--- src/rtl/dm_store_align.sv ---
// Store aligner with a 2-entry write buffer: converts byte-addressed sw/sh/sb requests into
// word-aligned, lane-replicated writes. Optional misaligned-store trap: DM_STORE_MISALIGN_CHK_EN.
module dm_store_align #(
    parameter int DEPTH = 2
) (
    input  logic        clk,
    input  logic        reset,
    input  logic        st_valid,
    output logic        st_ready,
    input  logic [1:0]  st_sel,
    input  logic [31:0] st_addr,
    input  logic [31:0] st_data,
    output logic        mem_valid,
    input  logic        mem_ready,
    output logic [31:0] mem_addr,
    output logic [31:0] mem_wdata,
    output logic [3:0]  mem_be,
    output logic        exc_ades,
    output logic [31:0] exc_addr
);

    localparam logic [1:0] FULL = 2'(DEPTH);
    localparam logic [1:0] SEL_SW = 2'b00;
    localparam logic [1:0] SEL_SH = 2'b01;
    localparam logic [1:0] SEL_SB = 2'b10;
    localparam logic [1:0] SEL_RSV = 2'b11;

    logic [31:0] addr_mem [0:1];
    logic [31:0] data_mem [0:1];
    logic [3:0]  be_mem   [0:1];

    logic [1:0]  count_reg, count_next;
    logic        wr_ptr_reg, wr_ptr_next;
    logic        rd_ptr_reg, rd_ptr_next;
    logic [31:0] head_addr_reg, head_addr_next;
    logic [31:0] head_data_reg, head_data_next;
    logic [3:0]  head_be_reg, head_be_next;

    logic [31:0] conv_addr;
    logic [31:0] conv_wdata;
    logic [3:0]  conv_be;
    logic        misaligned;
    logic        accept;
    logic        enq;
    logic        deq;
    logic        head_from_new;

    assign st_ready  = (count_reg != FULL);
    assign mem_valid = (count_reg != 2'd0);
    assign mem_addr  = head_addr_reg;
    assign mem_wdata = head_data_reg;
    assign mem_be    = head_be_reg;

    assign accept    = st_valid && st_ready;
    assign enq       = accept && !misaligned && (st_sel != SEL_RSV);
    assign deq       = mem_valid && mem_ready;
    assign conv_addr = {st_addr[31:2], 2'b00};

`ifdef DM_STORE_MISALIGN_CHK_EN
    assign misaligned = ((st_sel == SEL_SW) && (st_addr[1:0] != 2'b00)) ||
                        ((st_sel == SEL_SH) && st_addr[0]);
`else
    assign misaligned = 1'b0;
`endif

    // Each byte lane picks its source: byte 0 for sb, the matching half-word byte for sh.
    generate
        for (genvar gi = 0; gi < 4; gi++) begin : g_lane
            assign conv_wdata[8*gi+7:8*gi] =
                (st_sel == SEL_SB) ? st_data[7:0] :
                (st_sel == SEL_SH) ? st_data[8*(gi%2)+7:8*(gi%2)] :
                                     st_data[8*gi+7:8*gi];
        end
    endgenerate

    always_comb begin
        conv_be = 4'b0000;
        case (st_sel)
            SEL_SW:  conv_be = 4'b1111;
            SEL_SH:  conv_be = st_addr[1] ? 4'b1100 : 4'b0011;
            SEL_SB:  conv_be = 4'b0001 << st_addr[1:0];
            default: conv_be = 4'b0000;
        endcase
    end

    always_comb begin
        count_next = count_reg;
        case ({enq, deq})
            2'b10:   count_next = count_reg + 2'd1;
            2'b01:   count_next = count_reg - 2'd1;
            default: count_next = count_reg;
        endcase
        wr_ptr_next = wr_ptr_reg ^ enq;
        rd_ptr_next = rd_ptr_reg ^ deq;
        // The next head is the entry being written now when it lands at the new read pointer.
        head_from_new  = enq && (wr_ptr_reg == rd_ptr_next);
        head_addr_next = head_from_new ? conv_addr  : addr_mem[rd_ptr_next];
        head_data_next = head_from_new ? conv_wdata : data_mem[rd_ptr_next];
        head_be_next   = head_from_new ? conv_be    : be_mem[rd_ptr_next];
    end

    always_ff @(posedge clk) begin
        if (enq) begin
            addr_mem[wr_ptr_reg] <= conv_addr;
            data_mem[wr_ptr_reg] <= conv_wdata;
            be_mem[wr_ptr_reg]   <= conv_be;
        end
    end

    always_ff @(posedge clk) begin
        if (reset) begin
            count_reg     <= 2'd0;
            wr_ptr_reg    <= 1'b0;
            rd_ptr_reg    <= 1'b0;
            head_addr_reg <= 32'd0;
            head_data_reg <= 32'd0;
            head_be_reg   <= 4'b0000;
        end else begin
            count_reg  <= count_next;
            wr_ptr_reg <= wr_ptr_next;
            rd_ptr_reg <= rd_ptr_next;
            // Empty buffer keeps the last head values on the outputs.
            if (count_next != 2'd0) begin
                head_addr_reg <= head_addr_next;
                head_data_reg <= head_data_next;
                head_be_reg   <= head_be_next;
            end
        end
    end

`ifdef DM_STORE_MISALIGN_CHK_EN
    logic        exc_ades_reg;
    logic [31:0] exc_addr_reg;

    always_ff @(posedge clk) begin
        if (reset) begin
            exc_ades_reg <= 1'b0;
            exc_addr_reg <= 32'd0;
        end else begin
            exc_ades_reg <= accept && misaligned;
            if (accept && misaligned) begin
                exc_addr_reg <= st_addr;
            end
        end
    end

    assign exc_ades = exc_ades_reg;
    assign exc_addr = exc_addr_reg;
`else
    assign exc_ades = 1'b0;
    assign exc_addr = 32'd0;
`endif

endmodule

--- config.mk ---
export PLATFORM = sky130hd
export DESIGN_NAME = dm_store_align
export DESIGN_NICKNAME = d
export VERILOG_FILES = /design/src/rtl/dm_store_align.sv
export SDC_FILE = /design/constraint.sdc
export NUM_CORES = 1
export LEC_CHECK = 0
export ABC_AREA = 1
export CAP_MARGIN = 10
export CORE_MARGIN = 1.5
export CORE_UTILIZATION = 53
export CTS_CLUSTER_DIAMETER = 50
export CTS_CLUSTER_SIZE = 20
export DETAILED_ROUTE_END_ITERATION = 10
export PLACE_DENSITY = 0.79
export SETUP_SLACK_MARGIN = 0.15
export SLEW_MARGIN = 0
export SYNTH_ARGS = -nofsm -noshare
export SYNTH_HDL_FRONTEND = slang
export SYNTH_SLANG_ARGS = --single-unit
--- constraint.sdc ---
create_clock -name clk -period 3.9 [get_ports clk]
set_input_delay 0.78 -clock clk [delete_from_list [all_inputs] [get_ports clk]]
set_output_delay 0.78 -clock clk [all_outputs]
set_load 0.02 [all_outputs]
# Word level (Yosys, flattened, before mapping)
# Memories as Yosys holds them, arrays and structs flattened. A register that Yosys moved wholly into a read port is not among the register bits.
# Index checks and enable logic that the tools add are counted.
[word_totals] reg_bits=36 mem_bits_rw=132 input_bits=70 output_inout_bits=103 elab_cells=37 mem_count=3
[classes] n_addsub=2 eq_ne=7 shift=1 muxes=11 bitwise_logic=2 n_reduce_logical=7
[mem_list] name="data_mem" words=2 word_bits=32 read_ports=1 rd_ports_with_merged_regs=1 wr=1 line_no="29" source="logic [31:0] data_mem [0:1];"
[mem_list] name="addr_mem" words=2 word_bits=30 read_ports=1 rd_ports_with_merged_regs=1 wr=1 line_no="28" source="logic [31:0] addr_mem [0:1];"
[mem_list] name="be_mem" words=2 word_bits=4 read_ports=1 rd_ports_with_merged_regs=1 wr=1 line_no="30" source="logic [3:0] be_mem [0:1];"
[ops] op="$mux W8" n=5
[ops] op="$mux W32" n=1
[ops] op="$pmux W4 S3" n=1
[ops] op="$eq A2 B1 Y1 const B" n=2
[ops] op="$eq A2 B2 Y1 const B" n=2
[ops] op="$logic_and A1 B1 Y1" n=4
[ops] op="$mux W4" n=1
[ops] op="$ne A2 B2 Y1 const B" n=2
[ops] op="$pmux W2 S2" n=1
[ops] op="$reduce_bool A2 Y1" n=2
[ops] op="$shl A1 B2 Y4 const A" n=1
[ops] op="$add A2 B1 Y2 const B" n=1
[ops] op="$logic_not A2 Y1" n=1
[ops] op="$mux W1" n=2
[ops] op="$sub A2 B1 Y2 const B" n=1
[ops] op="$xor A1 B1 Y1" n=2
[ops] op="$eq A1 B1 Y1" n=1

# Longest topological paths before layout
# Gate-level depths: netlist (run 1).
[depth] depth_word=6 depth_mapped=18 mapped_depth_nobuf=15

# Worst setup path after synthesis (run 1)
# OpenSTA, ideal clock, no wires.
[synth_timing] kind="in2reg" from="input st_sel[0]" to="memory addr_mem[0][0] (netlist bit), enable pin" setup_ns=0.431 arrival_ns=2.935 required_ns=3.469 setup_slack_ns=0.534 cell_stages=5 path_buffers=1 path_cell_list="nand2_1 nand2_1 nor2_2 buf_2 ha_1"
[synth_between] elab_chain_len=4
[synth_lines] element="from (decl)" line_no="10" source="input logic [1:0] st_sel,"
[synth_lines] element="$ne A2 B2 Y1" line_no="55" source="assign enq = accept && !misaligned && (st_sel != SEL_RSV);"
[synth_lines] element="$logic_and A1 B1 Y1" line_no="55"
[synth_lines] element="$mux W1" line_no="103" source="if (enq) begin"
[synth_lines] element="$mux W1 (not written as such)" line_no="104" source="addr_mem[wr_ptr_reg] <= conv_addr;"
[synth_lines] element="to (decl)" line_no="28"
# No other way between the ends.

# Final worst setup path (run 1)
[layout_timing] from="input st_sel[0]" to="register head_addr_reg[21], in the netlist mem_addr[21], read port of addr_mem"
[layout_between] elab_chain_len=5 elab_cells_between_ends=6 cone_classes="3 x eq/ne; 1 x mux; 2 x reduce/logical"
[layout_lines] element="$ne A2 B2 Y1 (*)" line_no="55"
[layout_lines] element="$logic_and A1 B1 Y1 (*)" line_no="55"
[layout_lines] element="$eq A2 B1 Y1 or $eq A2 B2 Y1 (tied branches)" line_no="88" source="case ({enq, deq})"
[layout_lines] element="$pmux W2 S2 (*)" line_no="88"
[layout_lines] element="$reduce_bool A2 Y1 (*)" line_no="123" source="if (count_next != 2'd0) begin"
[layout_lines] element="to (decl)" line_no="35" source="logic [31:0] head_addr_reg, head_addr_next;"
# Mark *: on every way between the ends. The rest lies on a longest branch, timed or not.
# A chain may end at the register's enable or synchronous reset.

==> results of run 1 <==
power by group through the flow:
stage	Combinational (mW)	Clock [mW]	Sequential (mW)
finish	4.49	2.16	2.95
global route	5.03	2.29	2.99
CTS	4.50	2.19	2.96
detailed placement	4.45	0	3.00
global placement	4.36	0	2.99
floorplan	3.10	0	3.27
worst min-delay path: stages, from the launching register on:
cell	delay (ns)
dfxtp_1	0.31
nand2_1	0.06
a21oi_1	0.06
cells in the mapped netlist, drive strengths merged (3+ instances only):
library cell	n
nand2	354
clkbuf	8
o21ai	15
buf	88
nand3	167
edfxtp	132
o211ai	5
inv	107
ha	3
a21oi	17
dfxtp	70
nor2	116
final timing paths:
| check | start | endpoint | slack (ns) | depth (start not counted) |
|---|---|---|---|---|
| hold reg to reg | mem_wdata[30] | mem_wdata[30] | 0.47 | 2 |
| setup reg to reg | count_reg[0] | mem_addr[21] | 1.39 | 10 |
| hold / removal | mem_wdata[30] | mem_wdata[30] | 0.47 | 2 |
| setup / recovery | st_sel[0] | mem_addr[21] | 1.06 | 12 |
metal layers:
layer / vias up / global-route usage
met4: 0 / 0.0800
met2: 348 / 0.410
met3: 42 / 0.0404
li1: 3643 / -
met1: 3494 / 0.340
met5: - / 0
area by class of cell:
class	count	area (sq um)
clock buffers	21	526
clock inverters	17	245
fillers	1396	5810
inverters	107	404
multi-input cells	715	3060
flip-flops and latches	202	5370
well taps	225	282
repair buffers	155	1540
cells by family after synthesis:
group | after synthesis
compound gates | 37
xor+xnor | 1
fa+ha+maj | 3
buf+inv | 203
flops | 202
other cells | 1
simple gates | 639
through the flow:
step	utilization	hold slack, ns	power (mW)	worst slack [ns]
5_1_grt	0.663	0.484	10.3	0.902
6_report	0.663	0.471	9.61	1.06
3_3_place_gp	0.618	0.459	7.34	0.669
2_1_floorplan	-	0.535	6.36	0.534
3_5_place_dp	0.618	0.460	7.45	0.586
4_1_cts	0.663	0.473	9.65	1.10
==> impl_metrics.py, run 1 <==
metrics = {
    "global_route": {
        "grt_max_degree": 56,
        "grt_pass1_vias": 6993,
        "globalRouteTotalUtil": 0.250,
        "grt_antenna_before_repair": 0,
        "overflow": 0,
        "grt_first_pass_wirelength_microns": 36100,
    },
    "worst_setup_path": {
        "end_kind": "register",
        "worst-path-buf-inv": 5,
        "max_stage_delay_ns": 0.61,
        "cp_top_family": "buffers and inverters",
        "crit_fanout": 55,
        "slowest_stage": "buf_4",
        "cpMostUsedCell": "nand2_1",
        "path_cells": "clkdlybuf4s50_1, nand2_1, nand2_1, nor2_4, buf_4, buf_4, nand3_2, buf_4, nand2_1, nand3_1, nand2_1, inv_1",
        "required_ns": 4.30,
        "critPathArrivalTime_ns": 3.24,
        "crit_path_start_kind": "input port",
        "path_class": "in2reg",
    },
    "detailed_routing": {
        "top_layer": "met4",
        "drt_iter0_markers": 554,
        "met3_length_microns": 1890,
        "wl_met2_microns": 10600,
        "wl_met1_microns": 9430,
        "dr.pass1.iters": 5,
        "totalWireLength_microns": 22500,
        "vias": 7527,
        "wl_per_cell_microns": 15.6,
        "drc": 0,
        "final_antenna_net_count": 0,
        "viasPerCell": 5.22,
    },
    "clocking": {
        "htree_levels": 1,
        "cts_tree": "yes",
        "insertion_delay_ns": 0.50,
        "cts_max_path_buffers": 3,
        "numClockSinks": 202,
        "cts_resized": 0,
        "clockRootBuffer": "clkbuf_16",
        "postCtsHoldBufs": 0,
        "cts_buffers": 21,
        "post_cts_buffers": 0,
        "cts.clk_slew.worst_paths_ns": 0.08,
    },
    "synth": {
        "synthesis.area_sq_um": 9340,
        "synth_edf_count": 132,
        "synthFlopType": "edfxtp_1",
        "synth_xor_area_frac": 0.000938,
        "yosysWarnings": 0,
        "synth_compound_area_frac": 0.0216,
        "synth-simple-area-share": 0.283,
        "synth_area_leader_cell": "edfxtp_1",
        "synthAdderAreaFrac": 0.00402,
        "synth_top_area_frac": 0.425,
        "synth-seq-cells": 202,
        "synth.area.top_cells": "edfxtp_1 (42%), dfxtp_1 (15%), nand2_1 (14%), nand3_1 (8.8%), nor2_1 (4.6%)",
        "avgSynthCellArea_sq_um": 8.60,
        "synth_cells": 1086,
        "ys_seq_area_frac": 0.575,
        "muxShareOfSynthArea": 0,
        "synth.distinct_cells": 27,
        "synth_top_family_by_area": "simple AND/OR/NAND/NOR gates",
        "async_reset_ff_frac": 0,
    },
    "placed_design": {
        "place_area_sq_um": 10700,
        "dp.cells": 1404,
        "port_buffers": 137,
        "gp_congestion": 0.812,
        "dpl.hpwl_microns": 14100,
    },
    "timing": {
        "timing.final.crit_period_ns": 2.84,
        "fin_skew_ns": 0.0147,
        "finalHoldViolations": 0,
        "setup_tns_ns": 0,
        "finalMaxSlewViolations": 0,
        "post-route-period-util": 0.729,
        "setup_violations": 0,
        "rsz0062_at_grt": "false",
        "fmax_ghz": 0.352,
        "slew_headroom": 0.515,
        "tightest_slew_ns": 0.727,
    },
    "floorplanning": {
        "num_rows": 48,
        "start_util": 0.542,
        "io_pins": 173,
        "core-area_sq_um": 17200,
        "die_area_sq_um": 18400,
        "die_h_microns": 136,
        "dieWidth_microns": 136,
    },
    "power": {
        "switchingPower_mw": 4.06,
        "p_int_mw": 5.55,
        "ir_worst_vdd_uv": 632,
        "clkPwrFrac": 0.225,
        "power_frac_seq": 0.308,
        "netSwitchingFraction": 0.422,
        "p_comb_frac": 0.468,
        "p_per_area_nw_per_um2": 841,
        "p_leak_nw": 5.18,
    },
    "run": {
        "max_cap_violations": 0,
    },
    "final_layout": {
        "final_cells": 1442,
        "final_layout_size_suffix_gt1_frac": 0.0583,
        "nets": 1275,
        "final_cell_mix": "nand2_1 (349), nand3_1 (165), clkdlybuf4s50_1 (136)",
        "largest_reg_flops": 64,
        "largest_register": "data_mem",
        "area_growth_pct": 22.4,
        "final_common_cell": "nand2_1",
        "design_area_sq_um": 11400,
        "antennaDiodeCount": 0,
    },
    "worst_hold_path": {
        "holdCritPathClass": "reg2reg",
    },
    "run_status": {
        "outcome": "finished clean",
    },
}
Power figures use the tool's default switching activity.
==> inputs of run 2 (changes only) <==
Clock period 3.9 ns to 2.8 ns, I/O delays scaled along.
==> impl_metrics.py, run 2 (synthesis gave the netlist of run 1 again) <==
metrics = {
    "detailed_routing": {
        "wl_per_cell_microns": 15.4,
        "totalWireLength_microns": 22400,
        "wl_met2_microns": 10600,
        "viasPerCell": 5.17,
        "wl_met1_microns": 9240,
        "dr.pass1.iters": 5,
        "final_antenna_net_count": 0,
        "drc": 0,
        "top_layer": "met4",
        "drt_iter0_markers": 620,
        "vias": 7520,
        "met3_length_microns": 2010,
    },
    "timing": {
        "setup_tns_ns": 0,
        "slew_headroom": 0.575,
        "timing.final.crit_period_ns": 2.39,
        "finalHoldViolations": 0,
        "rsz0062_at_grt": "false",
        "setup_violations": 0,
        "post-route-period-util": 0.853,
        "fin_skew_ns": 0.0179,
        "finalMaxSlewViolations": 0,
        "fmax_ghz": 0.419,
        "tightest_slew_ns": 0.638,
    },
    "clocking": {
        "cts_buffers": 20,
        "numClockSinks": 202,
        "postCtsHoldBufs": 0,
        "cts_tree": "yes",
        "post_cts_buffers": 0,
        "cts_max_path_buffers": 3,
        "htree_levels": 1,
        "cts_resized": 0,
        "insertion_delay_ns": 0.50,
        "cts.clk_slew.worst_paths_ns": 0.07,
        "clockRootBuffer": "clkbuf_16",
    },
    "floorplanning": {
        "io_pins": 173,
        "start_util": 0.542,
        "dieWidth_microns": 136,
        "core-area_sq_um": 17200,
        "die_h_microns": 136,
        "die_area_sq_um": 18400,
        "num_rows": 48,
    },
    "placed_design": {
        "place_area_sq_um": 10900,
        "dpl.hpwl_microns": 14200,
        "gp_congestion": 0.843,
        "port_buffers": 137,
    },
    "final_layout": {
        "largest_register": "data_mem",
        "largest_reg_flops": 64,
        "nets": 1289,
        "final_cell_mix": "nand2_1 (349), nand3_1 (165), clkdlybuf4s50_1 (136)",
        "antennaDiodeCount": 0,
        "final_layout_size_suffix_gt1_frac": 0.0659,
        "final_common_cell": "nand2_1",
        "design_area_sq_um": 11600,
        "area_growth_pct": 24.1,
    },
    "run_status": {
        "outcome": "finished clean",
    },
    "worst_setup_path": {
        "r2r_cells": 16,
        "crit_path_start_kind": "register",
        "path_class": "reg2out",
        "cp-endpoint": "st_ready",
        "required_ns": 2.24,
        "ff2ff_setup_slack_ns": 0.60,
        "crit_fanout": 3,
        "end_kind": "primary output",
        "startpoint": "count_reg[1]",
        "rr_startpoint": "count_reg[1]",
        "critPathArrivalTime_ns": 1.83,
        "reg2reg_to": "mem_addr[12]",
    },
    "global_route": {
        "grt_first_pass_wirelength_microns": 35100,
        "grt_antenna_before_repair": 0,
        "globalRouteTotalUtil": 0.244,
        "grt_pass1_vias": 6890,
        "grt_max_degree": 48,
        "overflow": 0,
    },
    "power": {
        "p_leak_nw": 5.26,
        "p_per_area_nw_per_um2": 1170,
        "ir_worst_vdd_uv": 763,
    },
    "worst_hold_path": {
        "whs_path_depth": 2,
        "holdCritPathClass": "reg2reg",
    },
    "run": {
        "max_cap_violations": 0,
    },
}
## run 2: changes by cell type in the layout (fill, tap and decap cells not counted)
cell	change
buf_12	+10
buf_4	+5
clkinv_8	-5
clkbuf_1	+3
inv_6	-3
clkbuf_8	+2
clkinv_2	+2
clkinvlp_4	+1
inv_12	-1
inv_8	-1
## run 2: power by group
| part | switching (mW) | leakage (nW) | internal [mW] |
|---|---|---|---|
| sequential | 0.275 | 1.81 | 3.84 |
| combinational | 4.11 | 3.12 | 2.52 |
| clock | 1.14 | 0.333 | 1.63 |
## run 2: layout make-up
type	instances	area (sq um)
Tap cell	225	282
Sequential cell	202	5370
Multi-Input combinational cell	715	3060
Inverter	107	404
Timing Repair Buffer	170	1780
Clock inverter	10	128
Fill cell	1368	5650
Clock buffer	26	564
## run 2: how the worst min path moves through the flow
stage | from | to
global placement | mem_wdata[2] | mem_wdata[2]
floorplan | count_reg[1] | count_reg[1]
CTS | mem_wdata[16] | mem_wdata[16]
finish | mem_wdata[16] | mem_wdata[16]
global route | mem_wdata[2] | mem_wdata[2]
detailed placement | mem_wdata[16] | mem_wdata[16]
## run 2: layer usage
metal  vias to the layer above  global-route usage
met5                         -                   0
met4                         0              0.0789
met3                        58              0.0389
met2                       330               0.398
met1                      3481               0.334
li1                       3651                   -
## run 2: critical path: stages, from the launching register on
cell	delay (ns)
dfxtp_1	0.39
inv_1	0.11
nor2_1	0.22
inv_1	0.08
clkdlybuf4s50_1	0.54
## run 2: metrics by stage
stage,setup slack [ns],total power [mW],utilization,std cells,hold slack [ns]
detailed placement,0.0992,10.8,0.632,1419,0.461
CTS,0.408,13.6,0.672,1455,0.473
global placement,0.145,10.6,0.632,1419,0.457
global route,0.336,14.5,0.672,1455,0.498
finish,0.412,13.5,0.672,1455,0.474
floorplan,-0.346,8.86,-,1120,0.535
